==> src/rtl/idu.sv <==
// rtl/idu.sv - RV32I decode stage: one-entry skid-free pipeline register with combinational field/immediate decode
module idu #(
    parameter int XLEN   = 32,
    parameter int INST_W = 32
) (
    input  logic              clk,
    input  logic              rst,
    input  logic              valid_pre_i,
    output logic              ready_pre_o,
    input  logic [INST_W-1:0] inst_i,
    input  logic [XLEN-1:0]   pc_i,
    output logic              valid_post_o,
    input  logic              ready_post_i,
    input  logic              flush_i,
    output logic [INST_W-1:0] inst_o,
    output logic [XLEN-1:0]   pc_o,
    output logic [6:0]        opcode_o,
    output logic [2:0]        funct3_o,
    output logic [6:0]        funct7_o,
    output logic [4:0]        rs1_o,
    output logic [4:0]        rs2_o,
    output logic [4:0]        rd_o,
    output logic [XLEN-1:0]   imm_o,
    output logic [2:0]        type_o,
    output logic              wen_o,
    output logic              illegal_o
);
    typedef enum logic {EMPTY = 1'b0, FULL = 1'b1} state_t;

    localparam logic [2:0] T_R = 3'd0, T_I = 3'd1, T_S = 3'd2, T_B = 3'd3,
                           T_U = 3'd4, T_J = 3'd5, T_ILL = 3'd7;

    state_t            state, state_next;
    logic [INST_W-1:0] inst_q;
    logic [XLEN-1:0]   pc_q;
    logic              accept;
    logic [31:0]       imm32;
    logic [2:0]        typ;

    assign ready_pre_o  = !rst && (state == EMPTY || ready_post_i);
    assign accept       = valid_pre_i && ready_pre_o;
    assign valid_post_o = (state == FULL);
    assign inst_o       = inst_q;
    assign pc_o         = pc_q;

    always_ff @(posedge clk) begin
        if (rst) state <= EMPTY;
        else     state <= state_next;
    end

    always_comb begin
        state_next = state;
        if (flush_i)
            state_next = EMPTY;
        else if (accept)
            state_next = FULL;
        else if (state == FULL && ready_post_i)
            state_next = EMPTY;
    end

    // A flushed accept never loads, so the discarded word cannot leak into inst_o.
    always_ff @(posedge clk) begin
        if (rst) begin
            inst_q <= '0;
            pc_q   <= '0;
        end else if (accept && !flush_i) begin
            inst_q <= inst_i;
            pc_q   <= pc_i;
        end
    end

    always_comb begin
        typ = T_ILL;
        case (inst_q[6:0])
            7'b0110011:                                     typ = T_R;
            7'b0010011, 7'b0000011, 7'b1100111, 7'b1110011: typ = T_I;
            7'b0100011:                                     typ = T_S;
            7'b1100011:                                     typ = T_B;
            7'b0110111, 7'b0010111:                         typ = T_U;
            7'b1101111:                                     typ = T_J;
            default:                                        typ = T_ILL;
        endcase
    end

    always_comb begin
        imm32 = '0;
        case (typ)
            T_I: imm32 = {{20{inst_q[31]}}, inst_q[31:20]};
            T_S: imm32 = {{20{inst_q[31]}}, inst_q[31:25], inst_q[11:7]};
            T_B: imm32 = {{19{inst_q[31]}}, inst_q[31], inst_q[7], inst_q[30:25], inst_q[11:8], 1'b0};
            T_U: imm32 = {inst_q[31:12], 12'b0};
            T_J: imm32 = {{11{inst_q[31]}}, inst_q[31], inst_q[19:12], inst_q[20], inst_q[30:21], 1'b0};
            default: imm32 = '0;
        endcase
    end

    // Decoded fields read as zero while empty so the idle bus is all-zero after reset.
    always_comb begin
        opcode_o  = '0;
        funct3_o  = '0;
        funct7_o  = '0;
        rs1_o     = '0;
        rs2_o     = '0;
        rd_o      = '0;
        imm_o     = '0;
        type_o    = '0;
        wen_o     = 1'b0;
        illegal_o = 1'b0;
        if (state == FULL) begin
            opcode_o  = inst_q[6:0];
            funct3_o  = inst_q[14:12];
            funct7_o  = inst_q[31:25];
            rs1_o     = (typ == T_U || typ == T_J) ? 5'd0 : inst_q[19:15];
            rs2_o     = (typ == T_I || typ == T_U || typ == T_J) ? 5'd0 : inst_q[24:20];
            rd_o      = (typ == T_S || typ == T_B) ? 5'd0 : inst_q[11:7];
            imm_o     = XLEN'($signed(imm32));
            type_o    = typ;
            illegal_o = (typ == T_ILL);
            wen_o     = (typ == T_R || typ == T_I || typ == T_U || typ == T_J)
                        && (inst_q[11:7] != 5'd0);
        end
    end
endmodule

==> config.mk <==
export PLATFORM = sky130hd
export DESIGN_NAME = idu
export DESIGN_NICKNAME = d
export VERILOG_FILES = /design/src/rtl/idu.sv
export SDC_FILE = /design/constraint.sdc
export NUM_CORES = 1
export LEC_CHECK = 0
export ABC_AREA = 1
export BUFFER_PORTS_ARGS = -buffer_cell sky130_fd_sc_hd__buf_2
export CAP_MARGIN = 30
export CORE_ASPECT_RATIO = 1.2
export CORE_MARGIN = 2
export CORE_UTILIZATION = 43
export DETAILED_ROUTE_END_ITERATION = 10
export PLACE_DENSITY = 0.8
export SLEW_MARGIN = 20
export SYNTH_ARGS = -nofsm -noshare
export SYNTH_HDL_FRONTEND = slang
export SYNTH_SLANG_ARGS = --single-unit
==> constraint.sdc <==
create_clock -name clk -period 3.33 [get_ports clk]
set_input_delay 0.666 -clock clk [delete_from_list [all_inputs] [get_ports clk]]
set_output_delay 0.666 -clock clk [all_outputs]
set_load 0.02 [all_outputs]
# ---- Word level (Yosys, flattened, before mapping)
# Index checks and enable logic that the tools add are counted.
dict set report op_classes {
  n_eq_ne 16
  mux 17
  bitwise_logic 1
  reduce_logical 21
}
# operator n
set op_table {}
lappend op_table {{$pmux 32 s5} 1}
lappend op_table {{$mux 32} 1}
lappend op_table {{$mux 5} 6}
lappend op_table {{$eq 7x7->1 const B} 4}
lappend op_table {{$eq 7x6->1 const B} 3}
lappend op_table {{$pmux 3 s6} 1}
lappend op_table {{$eq 7x5->1 const B} 2}
lappend op_table {{$mux 7} 2}
lappend op_table {{$eq 3x3->1 const B} 3}
lappend op_table {{$logic_or 1x1->1} 8}
lappend op_table {{$eq 7x2->1 const B} 1}
lappend op_table {{$eq 3x2->1 const B} 2}
lappend op_table {{$mux 3} 2}
lappend op_table {{$logic_and 1x1->1} 5}
lappend op_table {{$reduce_bool 5->1} 1}
lappend op_table {{$mux 1} 4}
lappend op_table {{$reduce_or 2->1} 2}
lappend op_table {{$reduce_or 4->1} 1}
lappend op_table {{$eq 3x1->1 const B} 1}
lappend op_table {{$logic_not 3->1} 1}
lappend op_table {{$logic_not 1->1} 2}
lappend op_table {{$reduce_bool 2->1} 1}
lappend op_table {{$not 1->1} 1}
dict set report word_totals {
  regBits 65
  inputBits 69
  out_inout_bits 135
  elab_cells 58
}

# ---- Logic depth before layout (Yosys ltp)
# Gate-level depths: netlist of run 1.
dict set report logic_depth {
  depth_word 9
  depth_mapped 15
  mapped_depth_nobuf 14
}

# ---- Worst setup path after synthesis of run 1
# OpenSTA, ideal clock, no wires.
dict set report synth_timing {
  kind {reg-to-output}
  startpoint {register inst_q[1], in the netlist inst_o[1]}
  endpoint {output imm_o[10]}
  t_arrival_ns 2.414
  t_required_ns 2.664
  slack_ns 0.250
  path_stages_with_launch 12
  n_path_buf 0
  cell_sequence {dfxtp_1 nand2_2 nor3_2 inv_1 ha_1 nand2_1 nor2_2 nor2_4 nand2_1 nand2_1 inv_1 nor3_1}
}
dict set report synth_via {
  elab_chain_cells 6
  word_cells_on_any_way 20
}
# element line
set synth_rtl {}
lappend synth_rtl {{start, declared} 34} ;# logic [INST_W-1:0] inst_q;
lappend synth_rtl {{start signal, assigned} 67} ;# inst_q <= inst_i;
lappend synth_rtl {{$eq 7x5->1 (tied with other cells)} 74} ;# case (inst_q[6:0])
lappend synth_rtl {{$reduce_or 4->1 / $reduce_or 2->1 (equally long branches)} 74}
lappend synth_rtl {{$pmux 3 s6 (*)} 74}
lappend synth_rtl {{$eq 3x3->1 (tied with other cells)} 87} ;# case (typ)
lappend synth_rtl {{$pmux 32 s5 (*)} 87}
lappend synth_rtl {{$mux 32 (*)} 109} ;# if (state == FULL) begin
lappend synth_rtl {{end, declared} 23} ;# output logic [XLEN-1:0] imm_o,
# Mark *: on every way between the ends. The rest lies on a longest branch, timed or not.

# ---- Final worst setup path of run 1
dict set report layout_timing {
  startpoint {register inst_q[4], in the netlist inst_o[4]}
  endpoint {output imm_o[25]}
}
# Same word-level chain as after synthesis.

==> results.md, run 1 <==
* Clock latency at the later pin of the worst-skew pair at 0.34 ns
* Worst EP required at 2.66 ns
* Final GP Congestion at 0.8861
* Instance count of the mapped netlist at between 500 and 600
* Syn_area_per_cell at 6.653 um2
* Die area at 8524 um2
* Via density at 5.166
* YS warnings at 0
* Fin area at 4785 um2
* Commonest cells after routing, fill and taps aside: 202 x buf_2, 96 x nor2_1, 85 x nand2_1
* Die width at 84.62 um
* Worst hold slack at 0.4612 ns
* Buffers on Ports at roughly 200
* Antenna cells at 0
* Synth Register Bits at 65
* Unique masters post-synth at 24
* Setup TNS at 0 ns
* Hold Violations, Final at 0
* Via count at roughly 4100
* Pleak at 2.509 nW
* Startpoint Class: flip-flop
* Antenna Violating Nets Remaining at 0
* Min cycle time layout at ~3.2 ns
* Vias in the first global route at 3837
* First-pass GRT wire length at between 15 and 20 mm
* Max-cap violation count at 0
* Clk_skew at 0.005136 ns
* Post-synthesis sequential area ratio at 38.81%
* Clock slew at reported path FFs at 0.07 ns
* Buf/Inv on CP at 4
* Worst path cell trace: inv_2 > nand2_2 > nor3_2 > inv_1 > ha_1 > nand2_1 > nor2_2 > nor2_4 > buf_12 > nand3_2 > nand2_4 > nor2_1 > nor2_1 > buf_2
* Htree depth at 3
* TritonCTS Buffers at 9
* Finished Core Util at 62.79%
* # placed instances at 774
* Die height at between 100 and 150 um
* Max incr delay on CP at 0.35 ns
* Drt first pass iters at 4
* Status: completed
* Clk sinks at 65
* Row cnt at 35
* Commonest non-fill, non-tap cell in the layout: buf_2
* Gr ovfl total at 0
* Root Driver: clkbuf_8
* Max Slew Vio Count at 0
* Final net count at 770
* Area grow syn2layout at 42.69%
* Fill cells at approximately 730
* Power Density at 403.6 nW/um2
* Critical path data arrival time at 2.52 ns
* # DRC at 0
* Final worst path period share at roughly 96%
* Post-synthesis net count at approximately 580
* Slowest cell on the critical path: dfxtp_1
* Placed cell areas at 4423 um2
* Worst vdd ir at 0.2992 mV
* Fmax at 313.8 MHz
* I/O pin cnt at 204
* CTS tree: yes
* Largest net degree at the start of global routing at 66
* CP max FO at 6
* Slew headroom at 53.84%
* Initial antenna violation count at 0
* Synthesized area at 3353 um2
* Drt first-iter violations at 161
* Final setup vio count at 0
* Overall Global Routing Usage at 25.80%
* Clock buffer depth at 2
* Starting Density at 44.01%
* Share of layout cells above drive strength 1 at around 38%
* Core Area at 7620 um2
* Hpwl dp at ~8.2 mm
* Non-Filler Instances at 795
* DRT Wirelength at 11.42 mm
* Drt wl/cell at 14.36 um
* Critical path's top delay family: simple AND/OR/NAND/NOR gates
* CP most frequent cell: nor2_1
* Worst-Margin Slew at 0.6925 ns
* Setup CP Type: flip-flop to primary output
* Hold Crit Class: flip-flop to flip-flop
* CTS Hold Bufs at 0
* Sequential Area at 1306 um2
* Multi-input logic area at 1733 um2
* Crit. End Element: primary output
[metal layers]
| layer | track usage, % | vias to the layer above | routed length (um) |
|---|---|---|---|
| met1 | 29.50 | 1846 | 4365 |
| met4 | 10.62 | 0 | 378 |
| li1 | - | 2027 | - |
| met3 | 6.388 | 33 | 999 |
| met5 | 0 | - | 0 |
| met2 | 45.85 | 201 | 5677 |
[synthesized netlist by cell type]
cell	n	area share, %
nor4_1	1	0.19
nand2_2	5	0.93
buf_6	2	0.67
or2_2	2	0.37
nand4_1	36	6.7
clkbuf_1	22	2.5
nor3_2	1	0.30
buf_1	1	0.11
nand3_2	3	0.90
nor2_1	98	11
inv_1	65	7.3
a21boi_0	1	0.22
nor2_2	6	1.1
inv_2	2	0.22
o21ai_0	8	1.2
nand2_1	89	10
nor2_4	1	0.34
buf_2	8	1.2
ha_1	3	1.1
a211oi_1	30	6.7
nor3_1	7	1.0
nand3_1	4	0.60
dfxtp_1	65	39
a21oi_1	44	6.6
[sequential cells by signal, indices dropped and copies added (netlist names)]
register      flops
pc_o             32
inst_o           32
valid_post_o      1
[logic make-up (layout without fill, tap and decap cells)]
family	after synthesis	after routing	synth area share, %
adders and majority gates	3	3	1.120
DFF	65	65	38.81
and+or+nand+nor	253	255	33.43
buffers and inverters	100	297	11.94
AOI/OAI and AO/OA	83	83	14.70
[final timing paths]
| path | endpoint | cells past startpoint | slack [ns] | start |
|---|---|---|---|---|
| worst max register to register | inst_o[22] | 6 | 1.38 | valid_post_o |
| worst min-delay path | pc_o[10] | 2 | 0.46 | pc_o[10] |
| worst min register to register | pc_o[10] | 2 | 0.46 | pc_o[10] |
| worst max-delay path | imm_o[25] | 14 | 0.14 | inst_o[4] |
[metrics by stage]
stage                     power (W)  setup WS (ns)
final                      0.001931         0.1428
after global routing       0.002001       -0.01471
after CTS                  0.001944        0.01909
after detailed placement   0.001106         0.2924
after global placement     0.001101         0.4565
after floorplan           0.0009964         0.2497
[what timing repair did]
action | in CTS | in global routing
gates cloned | 0 | 2
setup endpoints to repair | 17 | 36
resized for setup | 2 | 19
pin swaps | 0 | 4
buffers inserted | 0 | 3
[layout make-up]
type / count / share of cell area (%)
clock buffer: 10 / 2.877
clock inverter: 6 / 2.406
inverter: 67 / 5.256
multi-input combinational: 341 / 36.22
sequential: 65 / 27.30
tap: 92 / 2.406
timing repair buffer: 214 / 23.54
[power by group]
group | internal, W | switching [W]
combinational | 0.0000900 | 0.000164
sequential | 0.000811 | 0.0000269
clock | 0.000520 | 0.000319
[worst min-delay path: stages (launching register included)]
cell and delay [ns]:
dfxtp_1 0.31, nand2_1 0.06, a21oi_1 0.05
Note: power is estimated with default switching activity, not from simulation.
==> inputs of run 2 (changes only) <==
--- a/config.mk
+++ b/config.mk
@@ -8,7 +8,6 @@
 export ABC_AREA = 1
 export BUFFER_PORTS_ARGS = -buffer_cell sky130_fd_sc_hd__buf_2
 export CAP_MARGIN = 30
-export CORE_ASPECT_RATIO = 1.2
 export CORE_MARGIN = 2
 export CORE_UTILIZATION = 43
 export DETAILED_ROUTE_END_ITERATION = 10
==> run 2 against run 1 <==
Net effect:
- worst hold slack worse by 0.0042 ns
- setup slack worse by 0.033 ns
- sequential power about the same
- sequential share of layout area down 0.16 points
- routed wire length down 0.94%
==> results.md, run 2 (synthesized netlist as in run 1, its figures left out) <==
* Startpoint Class: flip-flop
* R2R Setup Slk at 1.09 ns (-0.29 ns)
* Via density at 5.094 (-1.4%)
* Fin area at 4832 um2 (+0.99%)
* Area grow syn2layout at 44.10%
* Die height at 92.31 um (-8.4%)
* DRT Wirelength at 11.31 mm (-0.94%)
* Hold Violations, Final at 0 (unchanged)
* Vias in the first global route at 3920 (+2.2%)
* Critical Path Source: inst_o[4]
* Buffers on Ports at 203 (unchanged)
* Power Density at 381.1 nW/um2 (-5.6%)
* Setup CP Type: flip-flop to primary output
* Slew headroom at 53.55% (-0.29 points)
* Clk_skew at 0.006645 ns (+0.001509 ns)
* Worst-Margin Slew at 0.6967 ns (+0.004276 ns)
* Final setup vio count at 0 (unchanged)
* Worst EP required at 2.66 ns (about the same)
* Clock buffer depth at 2 (unchanged)
* Clock slew at reported path FFs at 0.08 ns (about the same)
* Drt first pass iters at 5 (+1)
* Hold Crit Class: flip-flop to flip-flop
* Die area at 8520 um2 (about the same)
* Antenna Violating Nets Remaining at 0 (unchanged)
* First-pass GRT wire length at 17.34 mm (-3.4%)
* Clock latency at the later pin of the worst-skew pair at 0.34 ns (about the same)
* TritonCTS Buffers at 9 (unchanged)
* Min cycle time layout at 3.221 ns (+0.03331 ns)
* Commonest non-fill, non-tap cell in the layout: buf_2
* Overall Global Routing Usage at 24.72% (-1.1 points)
* Fill cells at 693 (-5.2%)
* Share of layout cells above drive strength 1 at 40.11% (+2.4 points)
* Hpwl dp at 7.998 mm (-3.0%)
* CTS Hold Bufs at 0 (unchanged)
* Worst vdd ir at 0.2674 mV (-11%)
* Drt wl/cell at 14.04 um (-2.3%)
* Setup TNS at 0 ns (unchanged)
* Starting Density at 43.85% (-0.16 points)
* Crit. End Element: primary output
* Commonest cells after routing, fill and taps aside: 200 x buf_2, 91 x nor2_1, 83 x nand2_1
* Die width at 92.31 um (+9.1%)
* CTS tree: yes
* I/O pin cnt at 204 (unchanged)
* # DRC at 0 (unchanged)
* Final GP Congestion at 0.8299 (-6.3%)
* Htree depth at 3 (unchanged)
* Critical path data arrival time at 2.55 ns (+0.03 ns)
* Gr ovfl total at 0 (unchanged)
* Status: completed
* Final worst path period share at 96.71% (+1.0 points)
* Initial antenna violation count at 1 (+1)
* Worst hold slack at 0.4571 ns (-0.004166 ns)
* Finished Core Util at 63.19% (+0.40 points)
* R2R depth at 6 (unchanged)
* Max-cap violation count at 0 (unchanged)
* Row cnt at 32 (-8.6%)
* Placed cell areas at 4436 um2 (+0.28%)
* Final net count at 770 (unchanged)
* Drt first-iter violations at 166 (+3.1%)
* Core Area at 7647 um2 (+0.36%)
* Fmax at 310.5 MHz (-1.0%)
* Place WS at 0.3274 ns (+0.03499 ns)
* Clk sinks at 65 (unchanged)
* RR Endpoint: inst_o[6]
* Root Driver: clkbuf_8
* Largest net degree at the start of global routing at 66 (unchanged)
* Via count at 4106 (-0.024%)
* Reg2Reg Launch Point: valid_post_o
* Worst Setup EP: imm_o[30]
* Pleak at 2.486 nW (-0.91%)
* Max Slew Vio Count at 0 (unchanged)
* Final WS setup at 0.1095 ns (-0.03331 ns)
* CP max FO at 11 (+5)
## run 2: where the power goes
group          switching [W]  total [W]  internal [W]
Sequential         0.0000290   0.000840      0.000811
Clock               0.000322   0.000746      0.000424
Combinational       0.000164   0.000256     0.0000914
Total               0.000515    0.00184       0.00133
## run 2: repair_timing
| action | 4_1_cts | 5_1_grt |
|---|---|---|
| pin swaps | 0 | 13 |
| setup buffers | 0 | 2 |
| gates resized for setup | 2 | 44 |
| gates cloned | 0 | 3 |
| setup endpoints to repair | 9 | 36 |
## run 2: cell type report
type	instances	area, um2	area share, %
Antenna cell	1	2.502	0.05179
Clock buffer	10	127.6	2.641
Clock inverter	6	92.59	1.916
Inverter	67	254.0	5.256
Multi-Input combinational cell	342	1805	37.36
Sequential cell	65	1311	27.14
Tap cell	102	127.6	2.641
Timing Repair Buffer	213	1111	22.99
## run 2: critical path, cell delays in order, from the launching register on
cell,delay (ns)
dfxtp_4,0.36
inv_4,0.07
nand2_4,0.06
nor2_4,0.13
nand2_2,0.09
nand2_4,0.08
buf_4,0.19
ha_1,0.25
nand2_1,0.10
nand2_1,0.24
buf_4,0.29
nor2_1,0.14
buf_2,0.19
## run 2: layer usage
metal  global-route usage, %  vias up  share of wire [%]
met1                   28.10     1819                 40
li1                        -     2025                  -
met4                   12.31        0                3.0
met2                   42.70      229                 48
met3                   6.509       33                9.3
met5                       0        -                  0
## run 2: worst min-delay path by stage
stage | start | to | slack (ns) | cells past startpoint
floorplan | pc_o[0] | pc_o[0] | 0.54 | 2
global placement | pc_o[7] | pc_o[7] | 0.45 | 2
detailed placement | pc_o[9] | pc_o[9] | 0.45 | 2
CTS | pc_o[9] | pc_o[9] | 0.46 | 2
global route | pc_o[8] | pc_o[8] | 0.47 | 2
finish | pc_o[9] | pc_o[9] | 0.46 | 2
## run 2: stage by stage
stage               total power, W  cells
finish                    0.001842    806
global route              0.001912    806
CTS                       0.001851    800
detailed placement        0.001106    784
global placement          0.001100    784
floorplan                0.0009964    504
==> inputs of run 3 (changes only) <==
--- a/config.mk
+++ b/config.mk
@@ -11,7 +11,8 @@
 export CORE_MARGIN = 2
 export CORE_UTILIZATION = 43
 export DETAILED_ROUTE_END_ITERATION = 10
-export PLACE_DENSITY = 0.8
+export PLACE_DENSITY = 0.87
+export RECOVER_POWER = 25
 export SLEW_MARGIN = 20
 export SYNTH_ARGS = -nofsm -noshare
 export SYNTH_HDL_FRONTEND = slang
==> run 3 against run 2 <==
Net effect:
- combinational power is 4% lower
- register-to-register slack got worse by 0.22 ns
- highest routed layer unchanged
- core utilization fell by 1.6 points
- maximum frequency increased by 0.96%
- largest cell class unchanged
- sequential share of layout area increased by 0.59 points
- critical path depth rose by 4
==> results.md, run 3 (synthesized netlist as in run 1, its figures left out) <==
* Status: completed
* Fill cells at 739 (+6.6%)
* Share of layout cells above drive strength 1 at 31.35% (-8.8 points)
* CTS Hold Bufs at 0 (unchanged)
* Max incr delay on CP at 0.35 ns (about the same)
* Critical path's top delay family: simple AND/OR/NAND/NOR gates
* Root Driver: clkbuf_8
* Gr ovfl total at 0 (unchanged)
* Drt wl/cell at 13.68 um (-2.6%)
* Core Area at 7647 um2 (unchanged)
* Critical path data arrival time at 2.52 ns (-0.03 ns)
* Multi-input logic area at 1732 um2 (-4.1%)
* CP max FO at 5 (-6)
* Commonest non-fill, non-tap cell in the layout: buf_2
* Final GP Congestion at 0.8302 (about the same)
* Starting Density at 43.85% (unchanged)
* Row cnt at 32 (unchanged)
* Area grow syn2layout at 40.49%
* Buf/Inv on CP at 4 (unchanged)
* Clk_skew at 0.005792 ns (-0.0008526 ns)
* Sequential Area at 1306 um2 (-0.38%)
* Slowest cell on the critical path: dfxtp_1
* TritonCTS Buffers at 9 (unchanged)
* Vias in the first global route at 3892 (-0.71%)
* Buffers on Ports at 203 (unchanged)
* Setup TNS at 0 ns (unchanged)
* Final setup vio count at 0 (unchanged)
* Crit. End Element: primary output
* Final WS setup at 0.1403 ns (+0.03075 ns)
* Clock latency at the later pin of the worst-skew pair at 0.34 ns (about the same)
* Commonest cells after routing, fill and taps aside: 155 x buf_2, 96 x nor2_1, 85 x nand2_1
* Tot Pwr at 0.001834 W (-0.43%)
* Placed cell areas at 4443 um2 (+0.17%)
* Power Density at 389.3 nW/um2 (+2.1%)
* Place WS at 0.3264 ns (-0.0009710 ns)
* Clock power frac at 40.8% (+0.3 points)
* Design internal power at 0.001319 W (-0.55%)
* CTS tree: yes
* Net Switching at 0.0005149 W (-0.10%)
* First-pass GRT wire length at 17.55 mm (+1.2%)
* CP most frequent cell: nor2_2
* Hpwl dp at 8.119 mm (+1.5%)
* Fin area at 4711 um2 (-2.5%)
* Clk sinks at 65 (unchanged)
* Die width at 92.31 um (unchanged)
* Switch share at 28.08% (+0.090 points)
* Startpoint Class: flip-flop
* Drt first pass iters at 4 (-1)
* Hold Violations, Final at 0 (unchanged)
* Slew headroom at 44.68% (-8.9 points)
* Largest net degree at the start of global routing at 63 (-4.5%)
* Die area at 8520 um2 (unchanged)
* Die height at 92.31 um (unchanged)
* Worst vdd ir at 0.2737 mV (+2.4%)
* Hold Crit Class: flip-flop to flip-flop
* Max-cap violation count at 0 (unchanged)
* I/O pin cnt at 204 (unchanged)
* Comb pwr share at 13.4% (-0.5 points)
* Antenna cells at 0 (-1)
* Clock slew at reported path FFs at 0.08 ns (about the same)
* Fmax at 313.5 MHz (+0.96%)
* Worst hold slack at 0.4638 ns (+0.006701 ns)
* Final net count at 772 (+0.26%)
* Min cycle time layout at 3.190 ns (-0.03075 ns)
* Pleak at 2.292 nW (-7.8%)
* Drt first-iter violations at 158 (-4.8%)
* Max Slew Vio Count at 0 (unchanged)
* Via density at 5.102 (+0.14%)
* Setup CP Type: flip-flop to primary output
* Worst-Margin Slew at 0.8298 ns (+0.1331 ns)
* Overall Global Routing Usage at 25.16% (+0.45 points)
* Via count at 4117 (+0.27%)
* Final worst path period share at 95.79% (-0.92 points)
* Worst EP required at 2.66 ns (about the same)
* # DRC at 0 (unchanged)
* DRT Wirelength at 11.04 mm (-2.4%)
* Sequential power share at 45.7% (about the same)
* Antenna Violating Nets Remaining at 0 (unchanged)
* Worst path cell trace: inv_2 > nand2_2 > nor2_2 > nand2_1 > nand2_4 > inv_1 > ha_1 > nand2_1 > nor2_2 > nor2_4 > buf_4 > nand3_2 > nor2_2 > nor2_1 > nor2_1 > buf_2
* Initial antenna violation count at 0 (-1)
* Htree depth at 3 (unchanged)
* Clock buffer depth at 2 (unchanged)
## run 3: cell types whose count changed in the layout (fill, tap and decap cells not counted), sizes merged
cell and delta:
nand2 -2, diode -1, buf -44, clkbuf +48
## run 3: layout make-up
cell class | count | area share [%]
multi-input cells | 340 | 36.76
flip-flops and latches | 65 | 27.73
repair buffers | 217 | 22.79
inverters | 67 | 5.339
clock buffers | 10 | 2.709
well taps | 102 | 2.709
clock inverters | 6 | 1.965
## run 3: what timing repair did
| item | in CTS | in global routing |
|---|---|---|
| endpoints found under the setup margin | 20 | 37 |
| cloned | 0 | 1 |
| setup buffers | 0 | 5 |
| pin swaps | 0 | 3 |
| gates resized for setup | 3 | 17 |
## run 3: worst paths after layout
| kind | start | end | slack, ns | cells past startpoint |
|---|---|---|---|---|
| hold / removal | pc_o[6] | pc_o[6] | 0.46 | 2 |
| setup / recovery | inst_o[4] | imm_o[22] | 0.14 | 16 |
| hold reg to reg | pc_o[6] | pc_o[6] | 0.46 | 2 |
| setup reg to reg | valid_post_o | inst_o[30] | 0.87 | 6 |
## run 3: worst register-to-register path, cell delays in order, from the launching register on
cell      delay (ns)
dfxtp_1         0.54
clkbuf_1        0.68
nand2_1         0.24
nand3_4         0.31
buf_4           0.36
nor2_1          0.08
a211oi_1        0.17
## run 3: power groups by stage
stage                     Clock, W  Combinational [W]  Sequential [W]
after floorplan                  0           0.000106        0.000890
after global placement           0           0.000247        0.000853
after detailed placement         0           0.000252        0.000854
after CTS                 0.000758           0.000253        0.000837
after global routing      0.000793           0.000269        0.000843
final                     0.000748           0.000247        0.000839
## run 3: layer usage
layer,share of wire [%],global-route usage (%),up-vias
li1,-,-,2029
met1,40,28.51,1858
met2,49,43.73,206
met3,9.3,7.242,24
met4,2.5,11.32,0
met5,0,0,-
## run 3: stage by stage
step	utilization, %	cells
6_report	61.60	807
5_1_grt	61.60	807
4_1_cts	61.14	801
3_5_place_dp	58.10	785
3_3_place_gp	58.10	785
2_1_floorplan	-	504
